**src/rtl/sobel_calc_pkg.sv**
```systemverilog
// Shared widths, latency and control-bundle type for the Sobel magnitude path.
package sobel_calc_pkg;
  localparam int PIX_W    = 8;
  localparam int SUM_W    = 10;
  localparam int MAG_W    = 11;
  localparam int PIPE_LAT = 3;
  localparam logic [PIX_W-1:0] THRESH_DEF = 8'd80;

  // Timing bits that ride alongside the pixel data through the pipeline.
  typedef struct packed {
    logic vsync;
    logic hsync;
    logic valid;
    logic border;
  } ctl_t;

  // Clamp an 11-bit magnitude into the 8-bit pixel range.
  function automatic logic [PIX_W-1:0] sat_pix(input logic [MAG_W-1:0] m);
    return (m > MAG_W'(255)) ? {PIX_W{1'b1}} : m[PIX_W-1:0];
  endfunction
endpackage

```
**src/rtl/sobel_calc_grad_axis.sv**
```systemverilog
// One gradient axis: weighted 1-2-1 sums on each side (stage 1), then the
// registered absolute difference of the two sums (stage 2).
module sobel_grad_axis
  import sobel_calc_pkg::*;
(
  input  logic             clk,
  input  logic             rst,
  input  logic [PIX_W-1:0] p0,
  input  logic [PIX_W-1:0] p1,
  input  logic [PIX_W-1:0] p2,
  input  logic [PIX_W-1:0] n0,
  input  logic [PIX_W-1:0] n1,
  input  logic [PIX_W-1:0] n2,
  output logic [SUM_W-1:0] abs_diff
);
  logic [SUM_W-1:0] sum_p, sum_n;

  // Stage 1: zero-extended weighted sums, centre tap doubled.
  always_ff @(posedge clk) begin
    if (rst) begin
      sum_p <= '0;
      sum_n <= '0;
    end else begin
      sum_p <= {2'b00, p0} + {1'b0, p1, 1'b0} + {2'b00, p2};
      sum_n <= {2'b00, n0} + {1'b0, n1, 1'b0} + {2'b00, n2};
    end
  end

  // Stage 2: unsigned absolute difference, at most 1020.
  always_ff @(posedge clk) begin
    if (rst) abs_diff <= '0;
    else     abs_diff <= (sum_p >= sum_n) ? (sum_p - sum_n) : (sum_n - sum_p);
  end
endmodule

```
**src/rtl/sobel_calc.sv**
```systemverilog
// Sobel edge magnitude, binarisation and per-frame edge-pixel counting.
// Three-cycle pipeline; threshold swaps only at a vsync rising edge.
module sobel_calc
  import sobel_calc_pkg::*;
#(
  parameter logic [PIX_W-1:0] THRESH_DEFAULT = THRESH_DEF,
  parameter int               CNT_W          = 20
) (
  input  logic             clk,
  input  logic             rst,
  input  logic             matrix_img_vsync,
  input  logic             matrix_img_hsync,
  input  logic             matrix_img_valid,
  input  logic             matrix_top_edge_flag,
  input  logic             matrix_bottom_edge_flag,
  input  logic             matrix_left_edge_flag,
  input  logic             matrix_right_edge_flag,
  input  logic [PIX_W-1:0] matrix_p11,
  input  logic [PIX_W-1:0] matrix_p12,
  input  logic [PIX_W-1:0] matrix_p13,
  input  logic [PIX_W-1:0] matrix_p21,
  input  logic [PIX_W-1:0] matrix_p22,
  input  logic [PIX_W-1:0] matrix_p23,
  input  logic [PIX_W-1:0] matrix_p31,
  input  logic [PIX_W-1:0] matrix_p32,
  input  logic [PIX_W-1:0] matrix_p33,
  input  logic [PIX_W-1:0] threshold_in,
  output logic             post_img_vsync,
  output logic             post_img_hsync,
  output logic             post_img_valid,
  output logic [PIX_W-1:0] post_img_mag,
  output logic [PIX_W-1:0] post_img_bin,
  output logic [CNT_W-1:0] edge_cnt,
  output logic             edge_cnt_vld
);
  localparam logic [CNT_W-1:0] CNT_MAX = {CNT_W{1'b1}};

  ctl_t                    ctl_in;
  ctl_t [PIPE_LAT-1:0]     ctl_pipe;
  logic [SUM_W-1:0]        gx_abs, gy_abs;
  logic [MAG_W-1:0]        mag;
  logic                    pix_ok, is_edge;
  logic [PIX_W-1:0]        thresh;
  logic                    vsync_d, frame_start, counted;
  logic [CNT_W-1:0]        run_cnt;

  // The centre pixel carries no weight in either kernel.
  logic unused_p22;
  assign unused_p22 = ^matrix_p22;

  assign ctl_in = {matrix_img_vsync, matrix_img_hsync, matrix_img_valid,
                   matrix_top_edge_flag | matrix_bottom_edge_flag |
                   matrix_left_edge_flag | matrix_right_edge_flag};

  // Gx: right column minus left column.
  sobel_grad_axis u_gx (
    .clk(clk), .rst(rst),
    .p0(matrix_p13), .p1(matrix_p23), .p2(matrix_p33),
    .n0(matrix_p11), .n1(matrix_p21), .n2(matrix_p31),
    .abs_diff(gx_abs)
  );

  // Gy: bottom row minus top row.
  sobel_grad_axis u_gy (
    .clk(clk), .rst(rst),
    .p0(matrix_p31), .p1(matrix_p32), .p2(matrix_p33),
    .n0(matrix_p11), .n1(matrix_p12), .n2(matrix_p13),
    .abs_diff(gy_abs)
  );

  // Stage 3 inputs: magnitude and qualification from the stage-2 control slot.
  always_comb begin
    mag     = {1'b0, gx_abs} + {1'b0, gy_abs};
    pix_ok  = ctl_pipe[PIPE_LAT-2].valid & ~ctl_pipe[PIPE_LAT-2].border;
    is_edge = mag > {{(MAG_W-PIX_W){1'b0}}, thresh};
  end

  // Control shift register and stage-3 output registers.
  always_ff @(posedge clk) begin
    if (rst) begin
      ctl_pipe     <= '0;
      post_img_mag <= '0;
      post_img_bin <= '0;
    end else begin
      ctl_pipe     <= {ctl_pipe[PIPE_LAT-2:0], ctl_in};
      post_img_mag <= pix_ok ? sat_pix(mag) : '0;
      post_img_bin <= (pix_ok && is_edge) ? {PIX_W{1'b1}} : '0;
    end
  end

  assign post_img_vsync = ctl_pipe[PIPE_LAT-1].vsync;
  assign post_img_hsync = ctl_pipe[PIPE_LAT-1].hsync;
  assign post_img_valid = ctl_pipe[PIPE_LAT-1].valid;

  assign frame_start = matrix_img_vsync & ~vsync_d;
  assign counted     = post_img_valid & (post_img_bin == {PIX_W{1'b1}});

  // Frame bookkeeping: latch threshold, publish last count, restart counter.
  // A pixel counted in the frame-start cycle belongs to the new frame.
  always_ff @(posedge clk) begin
    if (rst) begin
      vsync_d      <= 1'b0;
      thresh       <= THRESH_DEFAULT;
      run_cnt      <= '0;
      edge_cnt     <= '0;
      edge_cnt_vld <= 1'b0;
    end else begin
      vsync_d      <= matrix_img_vsync;
      edge_cnt_vld <= frame_start;
      if (frame_start) begin
        thresh   <= threshold_in;
        edge_cnt <= run_cnt;
        run_cnt  <= counted ? CNT_W'(1) : '0;
      end else if (counted && run_cnt != CNT_MAX) begin
        run_cnt <= run_cnt + CNT_W'(1);
      end
    end
  end
endmodule

```
**config.mk**
```make
export PLATFORM = sky130hd
export DESIGN_NAME = sobel_calc
export DESIGN_NICKNAME = d
export VERILOG_FILES = /design/src/rtl/sobel_calc_pkg.sv /design/src/rtl/sobel_calc_grad_axis.sv /design/src/rtl/sobel_calc.sv
export SDC_FILE = /design/constraint.sdc
export NUM_CORES = 1
export LEC_CHECK = 0
export ABC_AREA = 1
export BUFFER_PORTS_ARGS = -buffer_cell sky130_fd_sc_hd__buf_4
export CORE_ASPECT_RATIO = 1.4
export CORE_UTILIZATION = 30
export DETAILED_ROUTE_END_ITERATION = 6
export PLACE_DENSITY_LB_ADDON = 0.2
export SYNTH_ARGS = -nofsm -noshare
export SYNTH_HDL_FRONTEND = slang
export SYNTH_SLANG_ARGS = --single-unit
```
**constraint.sdc**
```tcl
create_clock -name clk -period 2.38 [get_ports clk]
set_clock_uncertainty 0.15 [all_clocks]
set_input_delay 0.238 -clock clk [delete_from_list [all_inputs] [get_ports clk]]
set_output_delay 0.238 -clock clk [all_outputs]
set_load 0.01 [all_outputs]
```
Yosys cells after proc, flatten, opt, wreduce, memory -nomap -nowiden
Cells that the tools add are included.
{ "word_totals": {"register_bits": 136, "latchBits": 0, "ramBits": 0, "mem_bits_ro": 0, "inputBits": 89, "output_inout_bits": 40, "memories": 0} }
{ "classes": {"n_addsub": 14, "mul": 0, "div": 0, "order_cmp": 4, "n_eq_ne": 2, "n_shift": 0, "mux": 7, "bitwise_logic": 9, "n_reduce_logical": 4} }
{ "ops": {"columns": ["op", "count"], "rows": [
  ["$add 10x8->10", 4],
  ["$add 8x9->10", 4],
  ["$mux 20", 2],
  ["$sub 10x10->10", 4],
  ["$add 20x1->20 const B", 1],
  ["$ge 10x10->1", 2],
  ["$mux 10", 2],
  ["$ne 20x20->1 const B", 1],
  ["$mux 8", 2],
  ["$add 10x10->11", 1],
  ["$gt 11x8->1", 1],
  ["$gt 11x8->1 const B", 1],
  ["$eq 8x8->1 const B", 1],
  ["$and 1x1->1", 3],
  ["$not 1->1", 3],
  ["$or 1x1->1", 3],
  ["$logic_and 1x1->1", 2],
  ["$reduce_bool 2->1", 1],
  ["$reduce_or 2->1", 1],
  ["$mux 1", 1]
]} }

Depth between registers and ports, before layout
{ "depth": {"word_depth": 5, "mapped_depth": 17, "mapped_depth_nobuf": 17} }

Hierarchy
A second synthesis with hierarchy kept.
{ "unflattened": {"cells_unflattened": 1259, "hier_area_um2": 9051.2} }
{ "by_module_without_submodules": {"columns": ["mod", "instances", "cells_each", "area_per_inst_um2"], "rows": [
  ["sobel_calc", 1, 490, 3435.8],
  ["sobel_grad_axis at u_gy", 1, 383, 2815.2],
  ["sobel_grad_axis at u_gx", 1, 386, 2800.2]
]} }

Least setup slack after synthesis
No wires, ideal clock.
{ "synth_path": {"kind": "register -> register", "startpoint": "register u_gx.abs_diff[0]", "endpoint": "register post_img_bin[6]", "setup_ps": 126, "arrival_ps": 2175, "required_time_ps": 2104, "setup_slack_ps": -72, "path_stages_with_launch": 17, "period_less_slack_ps": 2452, "path_cell_list": "dfxtp_1 -> ha_1 -> inv_1 -> fa_1 -> inv_1 -> nand3_1 -> nand2_1 -> a21oi_1 -> xor2_1 -> inv_1 -> ha_1 -> nand2_1 -> nor2_1 -> a211oi_1 -> nand2_1 -> nand3_1 -> a21oi_1"} }
{ "synth_between": {"elab_chain_len": 4} }
{ "synth_rtl": {"columns": ["element", "line", "source"], "rows": [
  ["start, declared", "sobel_calc_grad_axis.sv:14", "output logic [SUM_W-1:0] abs_diff"],
  ["start signal, assigned", "sobel_calc_grad_axis.sv:32", "else abs_diff <= (sum_p >= sum_n) ? (sum_p - sum_n) : (sum_n - sum_p);"],
  ["$add 10x10->11", "sobel_calc.sv:73", "mag = {1'b0, gx_abs} + {1'b0, gy_abs};"],
  ["$gt 11x8->1", "sobel_calc.sv:75", "is_edge = mag > {{(MAG_W-PIX_W){1'b0}}, thresh};"],
  ["$logic_and 1x1->1", "sobel_calc.sv:87", "post_img_bin <= (pix_ok && is_edge) ? {PIX_W{1'b1}} : '0;"],
  ["$mux 8", "sobel_calc.sv:87", null],
  ["end signal, assigned", "sobel_calc.sv:87", null],
  ["end, declared", "sobel_calc.sv:32", "output logic [PIX_W-1:0] post_img_bin,"]
]} }
Every way passes these cells.
A chain may end at the register's enable or synchronous reset.

Final worst setup path
Ends and elaborated chain as after synthesis.

==> run summary <==
====================================================================================
Result of the run                                                          completed
Minimum clock period after layout                                           2.364 ns
Worst Path Max Fanout                                                              2
Number of buffers and inverters on the critical path                               3
Number of synthesized flops with an enable pin                                     0
Worst Hold End                                                          u_gx.sum_p[0]$_SDFF_PP0_
Total inserted antenna cells                                                       0
Half-perimeter wire length after detailed placement                         19.40 mm
ANT nets after route                                                               0
Yosys warning total                                                                0
Leading cell type by number of instances after synthesis                sky130_fd_sc_hd__nand2_1
Hold Path Class                                                         input pin to flip-flop
Syn Std Cell Area                                                       0.008845 mm^2
Number of core rows                                                               74
Netlist cell types                                                                40
Drt total wl                                                                23.56 mm
Chip height                                                                 205.2 um
Seq/Total Area, Yosys                                                         29.20%
Largest net degree at the start of global routing                                 46
Num Clock Sinks                                                                  129
Start point of the worst min-delay path                                 matrix_p33[0]
Final worst path period share                                                 99.34%
PortBufs                                                                         120
TritonCTS clock tree                                                             yes
Number of detailed-route iterations in the first pass                              4
M2 GR Usage                                                                   31.55%
Setup repair after global routing missed its margin                             true
Critical path, cell by cell                                             ha_4 -> inv_2 -> fa_2 -> inv_2 -> nand3_2 -> nand2_2 -> a21oi_2 -> xor2_1 -> inv_1 -> ha_4 -> nand2_4 -> nor2_4 -> nand4_1 -> nand3_1 -> a21oi_1
Routed length per placed instance                                           13.46 um
Worst path required time                                                     2.53 ns
Cell depth of the worst setup path                                                15
H-tree depth                                                                       4
Maximum VDD drop                                                         0.0004978 V
Cell with the biggest individual delay on the critical path             sky130_fd_sc_hd__dfxtp_2
Vias per cell                                                                  4.558
Gate Count Post-Synth                                                           1196
Worst Reg-to-Reg Cells                                                            15
Clock transition at path regs                                                0.05 ns
Grt peak-use layer                                                              met2
Top cell type's share of synthesized area                                     29.20%
Layout Area Growth over Synthesis                                             27.06%
CORE AREA                                                               0.02907 mm^2
Total overflow reported by the global router                                       0
Synth top area cells                                                    sky130_fd_sc_hd__dfxtp_1, sky130_fd_sc_hd__ha_1, sky130_fd_sc_hd__nand2_1
Fin util                                                                      38.66%
Starting density of the core                                                  30.42%
Cell count of the worst hold path                                                  4
Met1 track utilization from global routing                                    16.33%
Post-layout nets                                                                1577
Post-synthesis async set-or-reset flop share                                      0%
Ys flop type                                                            sky130_fd_sc_hd__dfxtp_1
Final-layout setup total negative slack                                         0 ns
Fmax                                                                       423.0 MHz
Violation count after the first detailed-route iteration                         178
Pin slew with the least headroom to its limit                              0.5422 ns
Fill cells                                                                      3113
Slew headroom                                                                 63.86%
Yosys reg bits                                                                   129
Vias in the first global route                                                  7950
Family with the most delay on the worst path                             adder cells
Setup crit end kind                                                        flip-flop
Power density over the cells                                            898.3 mW/mm^2
Clk root buf                                                            sky130_fd_sc_hd__clkbuf_16
Fin worst setup slack                                                     0.01580 ns
Area of the die                                                         0.03018 mm^2
Net count after synthesis                                                       1414
Gr usage total                                                                16.09%
Number of antenna violations at the first check in global routing                  0
Destination of the worst register-to-register timing path               post_img_bin[6]$_SDFF_PP0_
Maximum clock insertion buffer count                                               2
Final setup violating endpoints                                                    0
Number of vias in the routed layout                                             7981
Number of top-level design ports                                                 129
Mean area per synthesized cell                                            7.395 um^2
Most area-hungry cell type in the Yosys netlist                         sky130_fd_sc_hd__dfxtp_1
Drt drc                                                                            0
CTS buffer count                                                                  17
Category of the most critical setup path                                flip-flop to flip-flop
LEAKAGE                                                                     5.416 nW
Worst setup slack for register-to-register paths                             0.02 ns
Share of post-route cells with drive strength above 1                         17.14%
Number of max-slew violations in the final report                                  0
Number of max-capacitance violations reported                                      0
Clock insertion delay at the later pin of the skew report                    0.43 ns
Data arrival time at the worst-slack endpoint                                2.51 ns
Worst-case setup slack after placement                                    -0.1027 ns
Overall die width                                                           147.1 um
Weighted congestion at the end of routability-driven global placement         0.8898
CP peak stage delay                                                          0.34 ns
Type of origin of the critical path                                        flip-flop
Global-route wire length before repair                                      37.98 mm
Leading cell types by count after synthesis                             sky130_fd_sc_hd__nand2_1, sky130_fd_sc_hd__inv_1, sky130_fd_sc_hd__dfxtp_1
Final hold violation count                                                         0
Met3 usage in global routing                                                  2.806%
Startpoint of the lowest-slack register-to-register path                u_gx.abs_diff[0]$_SDFF_PP0_
====================================================================================
==> where the power goes <==
part           internal [W]  leakage, nW  switching (W)  total [W]
combinational       0.00198         4.06        0.00277    0.00475
clock               0.00180        0.299       0.000966    0.00276
sequential          0.00244         1.06       0.000137    0.00258
total               0.00622         5.42        0.00387     0.0101
==> registers in the layout, indices dropped and copies added, names as in the netlist, 7 cells and up <==
signal / count
edge_cnt: 20
run_cnt: 20
u_gx.abs_diff: 10
u_gx.sum_n: 10
u_gx.sum_p: 10
u_gy.abs_diff: 10
u_gy.sum_n: 10
u_gy.sum_p: 10
post_img_mag: 8
thresh: 8
ctl_pipe: 7
==> per-layer routing <==
layer / vias to the layer above / wire [um]
li1: 4170 / -
met2: 188 / 12710
met4: 0 / 554
met3: 35 / 848
met1: 3588 / 9455
met5: - / 0
==> stage by stage <==
stage / cell area, um^2 / power, W / cells / hold slack (ns)
6_report: 11240 / 0.01010 / 1751 / 0.03331
5_1_grt: 11240 / 0.01096 / 1751 / 0.03496
4_1_cts: 11160 / 0.01003 / 1750 / 0.02146
3_5_place_dp: 10330 / 0.007122 / 1700 / 0.2488
3_3_place_gp: 10330 / 0.007091 / 1700 / 0.2392
2_1_floorplan: 8847 / 0.005751 / 1196 / 0.1706
==> worst register-to-register path: stages (launching register included) <==
cell,delay (ns)
sky130_fd_sc_hd__dfxtp_2,0.34
sky130_fd_sc_hd__ha_4,0.14
sky130_fd_sc_hd__inv_2,0.03
sky130_fd_sc_hd__fa_2,0.34
sky130_fd_sc_hd__inv_2,0.06
sky130_fd_sc_hd__nand3_2,0.06
sky130_fd_sc_hd__nand2_2,0.08
sky130_fd_sc_hd__a21oi_2,0.06
sky130_fd_sc_hd__xor2_1,0.19
sky130_fd_sc_hd__inv_1,0.10
sky130_fd_sc_hd__ha_4,0.29
sky130_fd_sc_hd__nand2_4,0.06
sky130_fd_sc_hd__nor2_4,0.11
sky130_fd_sc_hd__nand4_1,0.08
sky130_fd_sc_hd__nand3_1,0.09
sky130_fd_sc_hd__a21oi_1,0.06
==> worst max-delay path by stage <==
stage	end	slack (ns)	startpoint
finish	post_img_bin[6]$_SDFF_PP0_	0.02	u_gx.abs_diff[0]$_SDFF_PP0_
global placement	post_img_bin[6]$_SDFF_PP0_	-0.07	u_gx.abs_diff[0]$_SDFF_PP0_
floorplan	post_img_bin[6]$_SDFF_PP0_	-0.01	u_gx.abs_diff[0]$_SDFF_PP0_
global route	post_img_bin[6]$_SDFF_PP0_	-0.15	u_gx.abs_diff[0]$_SDFF_PP0_
detailed placement	post_img_bin[6]$_SDFF_PP0_	-0.10	u_gy.abs_diff[0]$_SDFF_PP0_
CTS	post_img_bin[6]$_SDFF_PP0_	-0.08	u_gy.abs_diff[0]$_SDFF_PP0_
==> kinds of logic (layout without fill, tap and decap cells) <==
family          count (synthesis)  in the layout  share of synthesized area [%]
simple gates                  458            458                          22.08
compound gates                228            228                          14.40
buf+inv                       223            398                          10.06
fa+ha+maj                     129            129                          21.39
flops                         129            129                          29.20
xor+xnor                       29             29                          2.872
==> repair_timing <==
item,4_1_cts,5_1_grt
pin swaps,9,9
hold buffers,16,0
endpoints found under the hold margin,19,0
setup endpoints to repair,1,9
resized for setup,8,15
buffers inserted,3,1
cloned,0,0
==> area by class of cell <==
cell class	instances	area, um^2	share of cell area (%)
clock buffer	21	460.4	4.097
clock inverter	10	158.9	1.414
inverter	190	713.2	6.346
multi-input combinational	844	5477	48.73
sequential	129	2585	23.00
tap	380	475.5	4.231
timing repair buffer	177	1369	12.18
==> cells in the final DEF (no fill, tap or decap), types with 3 or more instances in the layout <==
cell and count:
sky130_fd_sc_hd__clkbuf_16 17, sky130_fd_sc_hd__clkinv_2 3, sky130_fd_sc_hd__buf_4 161, sky130_fd_sc_hd__a21o_1 5, sky130_fd_sc_hd__inv_1 184, sky130_fd_sc_hd__o21bai_1 8, sky130_fd_sc_hd__o21a_1 9, sky130_fd_sc_hd__o21ai_1 8
sky130_fd_sc_hd__nand4_1 28, sky130_fd_sc_hd__o21ai_0 55, sky130_fd_sc_hd__xnor2_1 6, sky130_fd_sc_hd__a21oi_2 7, sky130_fd_sc_hd__bufinv_16 4, sky130_fd_sc_hd__ha_4 3, sky130_fd_sc_hd__a21oi_1 122, sky130_fd_sc_hd__nor2_4 7
sky130_fd_sc_hd__dlygate4sd3_1 16, sky130_fd_sc_hd__nand2_1 279, sky130_fd_sc_hd__xor2_1 21, sky130_fd_sc_hd__nand3_1 44, sky130_fd_sc_hd__nor2_2 3, sky130_fd_sc_hd__nand2_2 4, sky130_fd_sc_hd__ha_1 89, sky130_fd_sc_hd__nand3b_1 5
sky130_fd_sc_hd__nor3_1 5, sky130_fd_sc_hd__inv_2 6, sky130_fd_sc_hd__dfxtp_1 127, sky130_fd_sc_hd__nor2_1 74, sky130_fd_sc_hd__a22o_1 3, sky130_fd_sc_hd__fa_1 36, sky130_fd_sc_hd__a221oi_1 4
Note: power is estimated with default switching activity, not from simulation.
